File: src/rtl/power_domain_seq_pkg.sv
// Shared types for the power-domain sequencer: FSM state encoding and the
// per-state drive levels of the domain control outputs.
package power_domain_seq_pkg;

    typedef enum logic [3:0] {
        S_ON      = 4'd0,
        S_OFF_CLK = 4'd1,
        S_OFF_ISO = 4'd2,
        S_OFF_RST = 4'd3,
        S_OFF_SW  = 4'd4,
        S_OFF     = 4'd5,
        S_ON_SW   = 4'd6,
        S_ON_RST  = 4'd7,
        S_ON_ISO  = 4'd8,
        S_ON_CLK  = 4'd9
    } pds_state_e;

    typedef struct packed {
        logic switch_n;
        logic clkgate_en;
        logic iso_n;
        logic rst_n;
    } pds_out_t;

    function automatic pds_out_t pds_state_out(input pds_state_e s);
        pds_out_t o;
        case (s)
            S_ON:      o = '{switch_n: 1'b0, clkgate_en: 1'b1, iso_n: 1'b1, rst_n: 1'b1};
            S_OFF_CLK: o = '{switch_n: 1'b0, clkgate_en: 1'b0, iso_n: 1'b1, rst_n: 1'b1};
            S_OFF_ISO: o = '{switch_n: 1'b0, clkgate_en: 1'b0, iso_n: 1'b0, rst_n: 1'b1};
            S_OFF_RST: o = '{switch_n: 1'b0, clkgate_en: 1'b0, iso_n: 1'b0, rst_n: 1'b0};
            S_OFF_SW:  o = '{switch_n: 1'b1, clkgate_en: 1'b0, iso_n: 1'b0, rst_n: 1'b0};
            S_OFF:     o = '{switch_n: 1'b1, clkgate_en: 1'b0, iso_n: 1'b0, rst_n: 1'b0};
            S_ON_SW:   o = '{switch_n: 1'b0, clkgate_en: 1'b0, iso_n: 1'b0, rst_n: 1'b0};
            S_ON_RST:  o = '{switch_n: 1'b0, clkgate_en: 1'b0, iso_n: 1'b0, rst_n: 1'b1};
            S_ON_ISO:  o = '{switch_n: 1'b0, clkgate_en: 1'b0, iso_n: 1'b1, rst_n: 1'b1};
            S_ON_CLK:  o = '{switch_n: 1'b0, clkgate_en: 1'b1, iso_n: 1'b1, rst_n: 1'b1};
            default:   o = '{switch_n: 1'b0, clkgate_en: 1'b1, iso_n: 1'b1, rst_n: 1'b1};
        endcase
        return o;
    endfunction

endpackage

File: src/rtl/pds_ack_sync.sv
// Two-flop synchronizer bringing the power-switch acknowledge into clk_i.
module pds_ack_sync (
    input  logic clk_i,
    input  logic rst_i,
    input  logic d_i,
    output logic q_o
);

    logic r_meta;
    logic r_sync;

    always_ff @(posedge clk_i or posedge rst_i) begin
        if (rst_i) begin
            r_meta <= 1'b0;
            r_sync <= 1'b0;
        end else begin
            r_meta <= d_i;
            r_sync <= r_meta;
        end
    end

    assign q_o = r_sync;

endmodule

File: src/rtl/power_domain_sequencer.sv
// Power-switch handshake initiator for one gated domain: steps clock gate,
// isolation, reset and switch in order, with acknowledge timeout reporting.
module power_domain_sequencer
    import power_domain_seq_pkg::*;
#(
    parameter int STEP_CYCLES = 4,
    parameter int ACK_TIMEOUT = 64,
    parameter int CNT_W       = 8
) (
    input  logic clk_i,
    input  logic rst_i,
    input  logic power_off_req_i,
    input  logic power_on_req_i,
    output logic switch_n_o,
    input  logic switch_ack_n_i,
    output logic clkgate_en_o,
    output logic iso_n_o,
    output logic rst_n_o,
    output logic busy_o,
    output logic domain_on_o,
    output logic timeout_o
);

    localparam logic [CNT_W-1:0] STEP_LAST = CNT_W'(STEP_CYCLES - 1);
    localparam logic [CNT_W-1:0] ACK_LAST  = CNT_W'(ACK_TIMEOUT - 1);
    localparam logic [CNT_W-1:0] CNT_ONE   = CNT_W'(1);

    pds_state_e       r_state;
    pds_state_e       w_next;
    logic [CNT_W-1:0] r_cnt;
    pds_out_t         r_out;
    logic             r_busy;
    logic             r_domain_on;
    logic             r_timeout;
    logic             w_ack_s;
    logic             w_accept;
    logic             w_timed;
    logic             w_sw_wait;
    logic             w_step_done;
    logic             w_past_entry;

    pds_ack_sync u_ack_sync (
        .clk_i (clk_i),
        .rst_i (rst_i),
        .d_i   (switch_ack_n_i),
        .q_o   (w_ack_s)
    );

    assign w_timed      = r_state inside {S_OFF_CLK, S_OFF_ISO, S_OFF_RST,
                                          S_ON_RST, S_ON_ISO, S_ON_CLK};
    assign w_sw_wait    = r_state inside {S_OFF_SW, S_ON_SW};
    assign w_step_done  = (r_cnt == STEP_LAST);
    // The synchronizer still shows the old ack level on the entry cycle.
    assign w_past_entry = (r_cnt != '0);

    always_comb begin
        w_next   = r_state;
        w_accept = 1'b0;
        case (r_state)
            S_ON: begin
                if (power_off_req_i) begin
                    w_next   = S_OFF_CLK;
                    w_accept = 1'b1;
                end
            end
            S_OFF_CLK: if (w_step_done) w_next = S_OFF_ISO;
            S_OFF_ISO: if (w_step_done) w_next = S_OFF_RST;
            S_OFF_RST: if (w_step_done) w_next = S_OFF_SW;
            S_OFF_SW:  if (w_ack_s && w_past_entry) w_next = S_OFF;
            S_OFF: begin
                if (power_on_req_i) begin
                    w_next   = S_ON_SW;
                    w_accept = 1'b1;
                end
            end
            S_ON_SW:   if (!w_ack_s && w_past_entry) w_next = S_ON_RST;
            S_ON_RST:  if (w_step_done) w_next = S_ON_ISO;
            S_ON_ISO:  if (w_step_done) w_next = S_ON_CLK;
            S_ON_CLK:  if (w_step_done) w_next = S_ON;
            default:   w_next = S_ON;
        endcase
    end

    always_ff @(posedge clk_i or posedge rst_i) begin
        if (rst_i) begin
            r_state <= S_ON;
        end else begin
            r_state <= w_next;
        end
    end

    // Counter restarts on every state change; saturates while awaiting ack.
    always_ff @(posedge clk_i or posedge rst_i) begin
        if (rst_i) begin
            r_cnt <= '0;
        end else if (w_next != r_state) begin
            r_cnt <= '0;
        end else if (w_timed || (w_sw_wait && r_cnt != ACK_LAST)) begin
            r_cnt <= r_cnt + CNT_ONE;
        end
    end

    always_ff @(posedge clk_i or posedge rst_i) begin
        if (rst_i) begin
            r_timeout <= 1'b0;
        end else if (w_accept) begin
            r_timeout <= 1'b0;
        end else if (w_sw_wait && r_cnt == ACK_LAST && w_next == r_state) begin
            r_timeout <= 1'b1;
        end
    end

    // Outputs are registered from the next state so they switch on entry.
    always_ff @(posedge clk_i or posedge rst_i) begin
        if (rst_i) begin
            r_out       <= pds_state_out(S_ON);
            r_busy      <= 1'b0;
            r_domain_on <= 1'b1;
        end else begin
            r_out       <= pds_state_out(w_next);
            r_busy      <= !(w_next inside {S_ON, S_OFF});
            r_domain_on <= (w_next == S_ON);
        end
    end

    assign switch_n_o   = r_out.switch_n;
    assign clkgate_en_o = r_out.clkgate_en;
    assign iso_n_o      = r_out.iso_n;
    assign rst_n_o      = r_out.rst_n;
    assign busy_o       = r_busy;
    assign domain_on_o  = r_domain_on;
    assign timeout_o    = r_timeout;

endmodule

File: config.mk
export PLATFORM = sky130hd
export DESIGN_NAME = power_domain_sequencer
export DESIGN_NICKNAME = d
export VERILOG_FILES = /design/src/rtl/power_domain_seq_pkg.sv /design/src/rtl/pds_ack_sync.sv /design/src/rtl/power_domain_sequencer.sv
export SDC_FILE = /design/constraint.sdc
export NUM_CORES = 1
export LEC_CHECK = 0
export ABC_AREA = 1
export CAP_MARGIN = 15
export CORE_UTILIZATION = 50
export DETAILED_ROUTE_END_ITERATION = 10
export GPL_ROUTABILITY_DRIVEN = 0
export HOLD_SLACK_MARGIN = 0.12
export PLACE_DENSITY = 0.73
export SLEW_MARGIN = 10
export SYNTH_ARGS = -nofsm -noshare
export SYNTH_HDL_FRONTEND = slang
export SYNTH_SLANG_ARGS = --single-unit
File: constraint.sdc
create_clock -name clk_i -period 1.6 [get_ports clk_i]
set_input_delay 0.4 -clock clk_i [delete_from_list [all_inputs] [get_ports clk_i]]
set_output_delay 0.4 -clock clk_i [all_outputs]
set_load 0.02 [all_outputs]
; ---- Word-level counts from Yosys, hierarchy flattened
; Memory sizes are Yosys's and may differ from the RTL's. A register that Yosys moved wholly into a read port is not among the register bits.
; Index checks and enable logic that the tools add are counted.
[classes]
n_addsub = 1
n_eq_ne = 15
mux = 18
n_reduce_logical = 16
[ops]
columns = operator, count
row1 = 4-bit 2-to-1 mux, 10
row2 = 4-bit case mux with 10 select lines, 1
row3 = 4-bit by 3-bit == test with 1-bit output (second input constant), 5
row4 = 8-bit 2-to-1 mux, 2
row5 = 8-bit by 1-bit adder with 8-bit output (second input constant), 1
row6 = 4-bit by 2-bit == test with 1-bit output (second input constant), 2
row7 = 4-bit == test (second input constant), 2
row8 = 8-bit by 2-bit == test with 1-bit output (second input constant), 1
row9 = 8-bit by 6-bit == test with 1-bit output (second input constant), 1
row10 = 4-bit logical NOT, 2
row11 = 8-bit by 6-bit inequality test with 1-bit output (second input constant), 1
row12 = 2-bit nonzero test, 4
row13 = 8-bit nonzero test, 1
row14 = 6-bit nonzero test, 1
row15 = 1-bit logical AND, 5
row16 = 4-bit by 1-bit == test with 1-bit output (second input constant), 1
row17 = 4-bit == test, 1
row18 = 1-bit 2-to-1 mux, 4
row19 = 4-bit inequality test, 1
row20 = 1-bit logical NOT, 2
row21 = 1-bit case mux with 2 select lines, 1
row22 = 1-bit logical OR, 1
[word_totals]
reg_bits = 17
mem_bits_ro = 64
input_bits = 5
output_inout_bits = 7
elab_cells = 58
mem_count = 1
[mem_list]
columns = name, depth, word_bits, rd, rd_clocked_by_memory_dff, write_ports, line
row1 = (no name shown), 16, 4, 1, 1, 0, power_domain_seq_pkg.sv:27  ; case (s)

; ---- Depth between registers and ports, before layout
[logic_depth]
ltp_word = 8
ltp_mapped = 12
mapped_depth_nobuf = 12

; ---- Hierarchy
; A second synthesis with hierarchy kept.
[unflattened]
cells_unflattened = 168
area_unflattened_um2 = 1291.2
[by_module_without_submodules]
columns = mod, n_inst, cells_each, area_each_um2, seq_area_each_um2
row1 = power_domain_sequencer, 1, 165, 1237.4, 480.5
row2 = pds_ack_sync, 1, 3, 53.8, 50.0

; ---- Worst setup path before layout
; No wires, ideal clock.
[synth_path]
kind = register to register
startpoint = register r_cnt[1]
endpoint = register r_cnt[4]
setup_time_ns = 0.118
arrival_ns = 1.431
t_required_ns = 1.482
path_slack_ns = 0.050
path_stages_with_launch = 11
n_path_buf = 0
period_less_slack_ns = 1.550
path_cell_list = dfrtp_1 -> ha_1 -> inv_1 -> nor2_1 -> nand2_1 -> nor2_1 -> nor2_1 -> nor3_1 -> nor2_4 -> nand2_4 -> nor2_1
[synth_via]
elab_chain_cells = 6
elab_cells_between_ends = 21
cone_classes = add/sub (1) / eq/ne (3) / mux (11) / reduce/logical (6)
[synth_rtl]
columns = element, line
row1 = start: declaration, power_domain_sequencer.sv:30  ; logic [CNT_W-1:0] r_cnt;
row2 = start signal: assignment, power_domain_sequencer.sv:99  ; r_cnt <= r_cnt + CNT_ONE;
row3 = 8-bit nonzero test, power_domain_sequencer.sv:54  ; assign w_past_entry = (r_cnt != '0);
row4 = "1-bit logical AND, on equally long branches", "power_domain_sequencer.sv:76, power_domain_sequencer.sv:69"
row5 = "4-bit 2-to-1 mux, on equally long branches", "power_domain_sequencer.sv:76, power_domain_sequencer.sv:69"
row6 = 4-bit case mux with 10 select lines, power_domain_sequencer.sv:59  ; case (r_state)
row7 = 4-bit inequality test, power_domain_sequencer.sv:96  ; end else if (w_next != r_state) begin
row8 = 8-bit 2-to-1 mux or 2-bit nonzero test (tied branches), --
; Parallel ways exist; a longest one is shown, timed or not. The select of a mux whose other input is x is not followed.
; A chain may end at the register's enable or synchronous reset.

; ---- Worst setup path after layout
[layout_path]
startpoint = register r_cnt[6]
endpoint = register r_cnt[7]
[layout_via]
elab_chain_cells = 6
elab_cells_between_ends = 21
cone_classes = add/sub (1) / eq/ne (3) / mux (11) / reduce/logical (6)
[layout_rtl]
columns = element, line
row1 = 8-bit nonzero test, power_domain_sequencer.sv:54
row2 = "1-bit logical AND, on equally long branches", "power_domain_sequencer.sv:76, power_domain_sequencer.sv:69"
row3 = "4-bit 2-to-1 mux, on equally long branches", "power_domain_sequencer.sv:76, power_domain_sequencer.sv:69"
row4 = 4-bit case mux with 10 select lines *, power_domain_sequencer.sv:59
row5 = net w_next[0], power_domain_sequencer.sv:29  ; pds_state_e w_next;
row6 = 4-bit inequality test *, power_domain_sequencer.sv:96
row7 = 8-bit 2-to-1 mux or 2-bit nonzero test (tied branches), --
; The timed path passes the listed nets; every way through them passes the cells marked *. The select of a mux whose other input is x is not followed.

==> out/metrics.cfg <==
[timing]
hold_violations=0
worst_slew_pin_slew_ps=345
clock_skew_ps=4.64
finalSetupTns_ps=-1220
fin_crit_sh_pct=108
fmax_mhz=578
setup_viol=11
slew_headroom_pct=76.7
drv_slew=0
rsz0062_at_grt=true
final.min_clock_period_ps=1730
fin_ws_ps=-130

[grt]
grt_pass1_vias=1242
groute.usage.overall_pct=27.8
grt_pass1_wl_um=5600
overflow=0
grt_max_degree=22
antenna_found_initial=0

[worst_setup_path]
end_kind=register
cp_data_arrival_time_ps=1950
path_cells=nor2_1, nand2_2, nor2_4, nor2_1, nand2_1, nand3_2, nand2_2, nand2_2, nand2_4, nor2_1
rr_startpoint=r_cnt[6]
cp_num_buf_inv=0
slowest_stage=dfrtp_1
crit_required_ps=1820
reg2reg_to=r_cnt[7]
setup.worst_path.class=reg -> reg
path_max_fanout=8
ff2ff_path_depth=10
r2r_slack_ps=-130
slowest_delay_ps=430
critPathTopFamily=simple AND/OR/NAND/NOR gates
start_kind=register

[yosys]
syn_nets=173
async_flop_share_pct=100
syn-cell-area_um2=1300
syn_avg_cell_area_um2=7.84
synth-edff-count=0
synthDistinctLibCells=30
synth_ff_type=dfrtp_1
synthCells=166
yosys_register_bits=21
yosysSeqAreaShare_pct=40.8
synth_warnings=0

[place]
port_buffers=11
dp_hpwl_um=2270
place_area_um2=1650

[drt]
dr.pass1.iters=4
ant_nets=0
wl_per_cell_um=15.0
wirelength_um=3650
viasPerCell=5.51
first_iter_violations=66
drc=0
vias=1345

[die]
rows=18
ios=12
die_area_um2=2810
die_h_um=53.0
core-area_um2=2480
initial_core_util_pct=52.5
die_w_um=53.0

[clock_tree]
holdBufCountCts=0
worstSkewPairLatency_ps=310
cts_buffers=3
ctsRootBufferMaster=clkbuf_4
h-tree-depth=1
clkTransAtPathRegs_ps=130
numClockSinks=21
clock_path_buffers=2
cts_tree=built

[finish]
fin_util_pct=75.8
nets=222
num_antenna_cells=0
final_cell_mix=30 x buf_4, 28 x nand2_1, 18 x nor2_1
drive_gt1_share_pct=50.0
areaGrowthSynthToFinish_pct=44.2
final_common_cell=buf_4
final_cell_area_um2=1880

[flow_run]
cap_violations=0

[run_status]
violations=setup timing
status=finished, violations left

[pwr]
p_leak_nw=0.903
powerDensity_nw_per_um2=1730
ir_drop_uv=1550

[worst_hold_path]
hp-start=u_ack_sync.r_meta
hold_class=reg -> reg
whs_path_depth=0
holdPathEnd=u_ack_sync.q_o

-- sequential cells by signal (all words and copies together) (netlist names) --
signal / flops
r_state: 4
r_cnt: 8
u_ack_sync.r_meta: 1
rst_n_o: 1
iso_n_o: 1
u_ack_sync.q_o: 1
domain_on_o: 1
clkgate_en_o: 1
switch_n_o: 1
timeout_o: 1
busy_o: 1
-- per-layer routing --
layer / up-vias / global-route usage [%] / routed length [um]
met1: 642 / 37.0 / 1520
li1: 613 / - / -
met2: 73 / 47.5 / 1790
met4: 0 / 6.58 / 104
met5: - / 0 / 0
met3: 17 / 3.45 / 238
-- what timing repair did --
item | 4_1_cts | 5_1_grt
cloned | 0 | 0
endpoints found under the setup margin | 22 | 15
resized for setup | 42 | 15
pin swaps | 16 | 12
setup buffers | 6 | 1
-- how the worst max path moves through the flow --
stage / startpoint / end / slack [ps] / cells after the start
finish: r_cnt[6] / r_cnt[7] / -130 / 10
global route: r_cnt[1] / r_cnt[4] / -210 / 10
CTS: r_cnt[1] / r_cnt[4] / -10 / 10
detailed placement: power_on_req_i / r_cnt[0] / -160 / 9
global placement: power_on_req_i / r_cnt[4] / -120 / 9
floorplan: r_cnt[1] / r_cnt[4] / 50 / 10
-- synth_stat cells, types with 2 or more instances --
cell | number | area, um^2
nand3_1 | 5 | 25.0
xor2_1 | 7 | 61.3
nand4_1 | 2 | 12.5
inv_1 | 15 | 56.3
nand2_2 | 8 | 50.1
nand3_2 | 2 | 20.0
dfrtp_1 | 17 | 425
ha_1 | 2 | 25.0
dfstp_2 | 4 | 105
nor2_4 | 2 | 22.5
nor2_2 | 4 | 25.0
a21oi_2 | 2 | 17.5
o21ai_0 | 3 | 15.0
inv_2 | 5 | 18.8
nor3_1 | 7 | 35.0
nand2_4 | 2 | 22.5
inv_6 | 2 | 17.5
nand2_1 | 34 | 128
nor2_1 | 32 | 120
-- through the flow --
stage          hold WS, ps  power, mW  instances  setup slack [ps]
6_report               376       3.25        244              -130
5_1_grt                386       3.42        244              -209
3_3_place_gp           333       2.44        234              -120
2_1_floorplan          331       1.90        166              50.3
4_1_cts                373       3.01        243             -14.4
3_5_place_dp           345       2.48        234              -156
-- logic make-up after synthesis --
group,count (synthesis),synth area share (%)
buf+inv,24,8.56
fa+ha+maj,2,1.92
flops,21,40.8
compound gates,10,5.29
simple gates,102,38.7
xor+xnor,7,4.71
-- power by group --
group | internal [mW] | switching [mW] | total (mW)
combinational | 0.914 | 1.23 | 2.14
clock | 0.0975 | 0.178 | 0.275
sequential | 0.686 | 0.149 | 0.835
total | 1.70 | 1.55 | 3.25
-- area by class of cell --
cell class                 instances  area, um^2
tap                               30        37.5
fill                             167         601
clock buffer                       4        26.3
sequential                        21         536
inverter                          22        95.1
timing repair buffer              46         383
multi-input combinational        121         800
-- worst register-to-register path, stage by stage, from the launching register on --
cell and delay (ps):
dfrtp_1 430, nor2_1 180, nand2_2 130, nor2_4 170, nor2_1 100, nand2_1 110, nand3_2 120, nand2_2 100
nand2_2 80, nand2_4 150, nor2_1 70
Note: power is estimated with default switching activity, not from simulation.
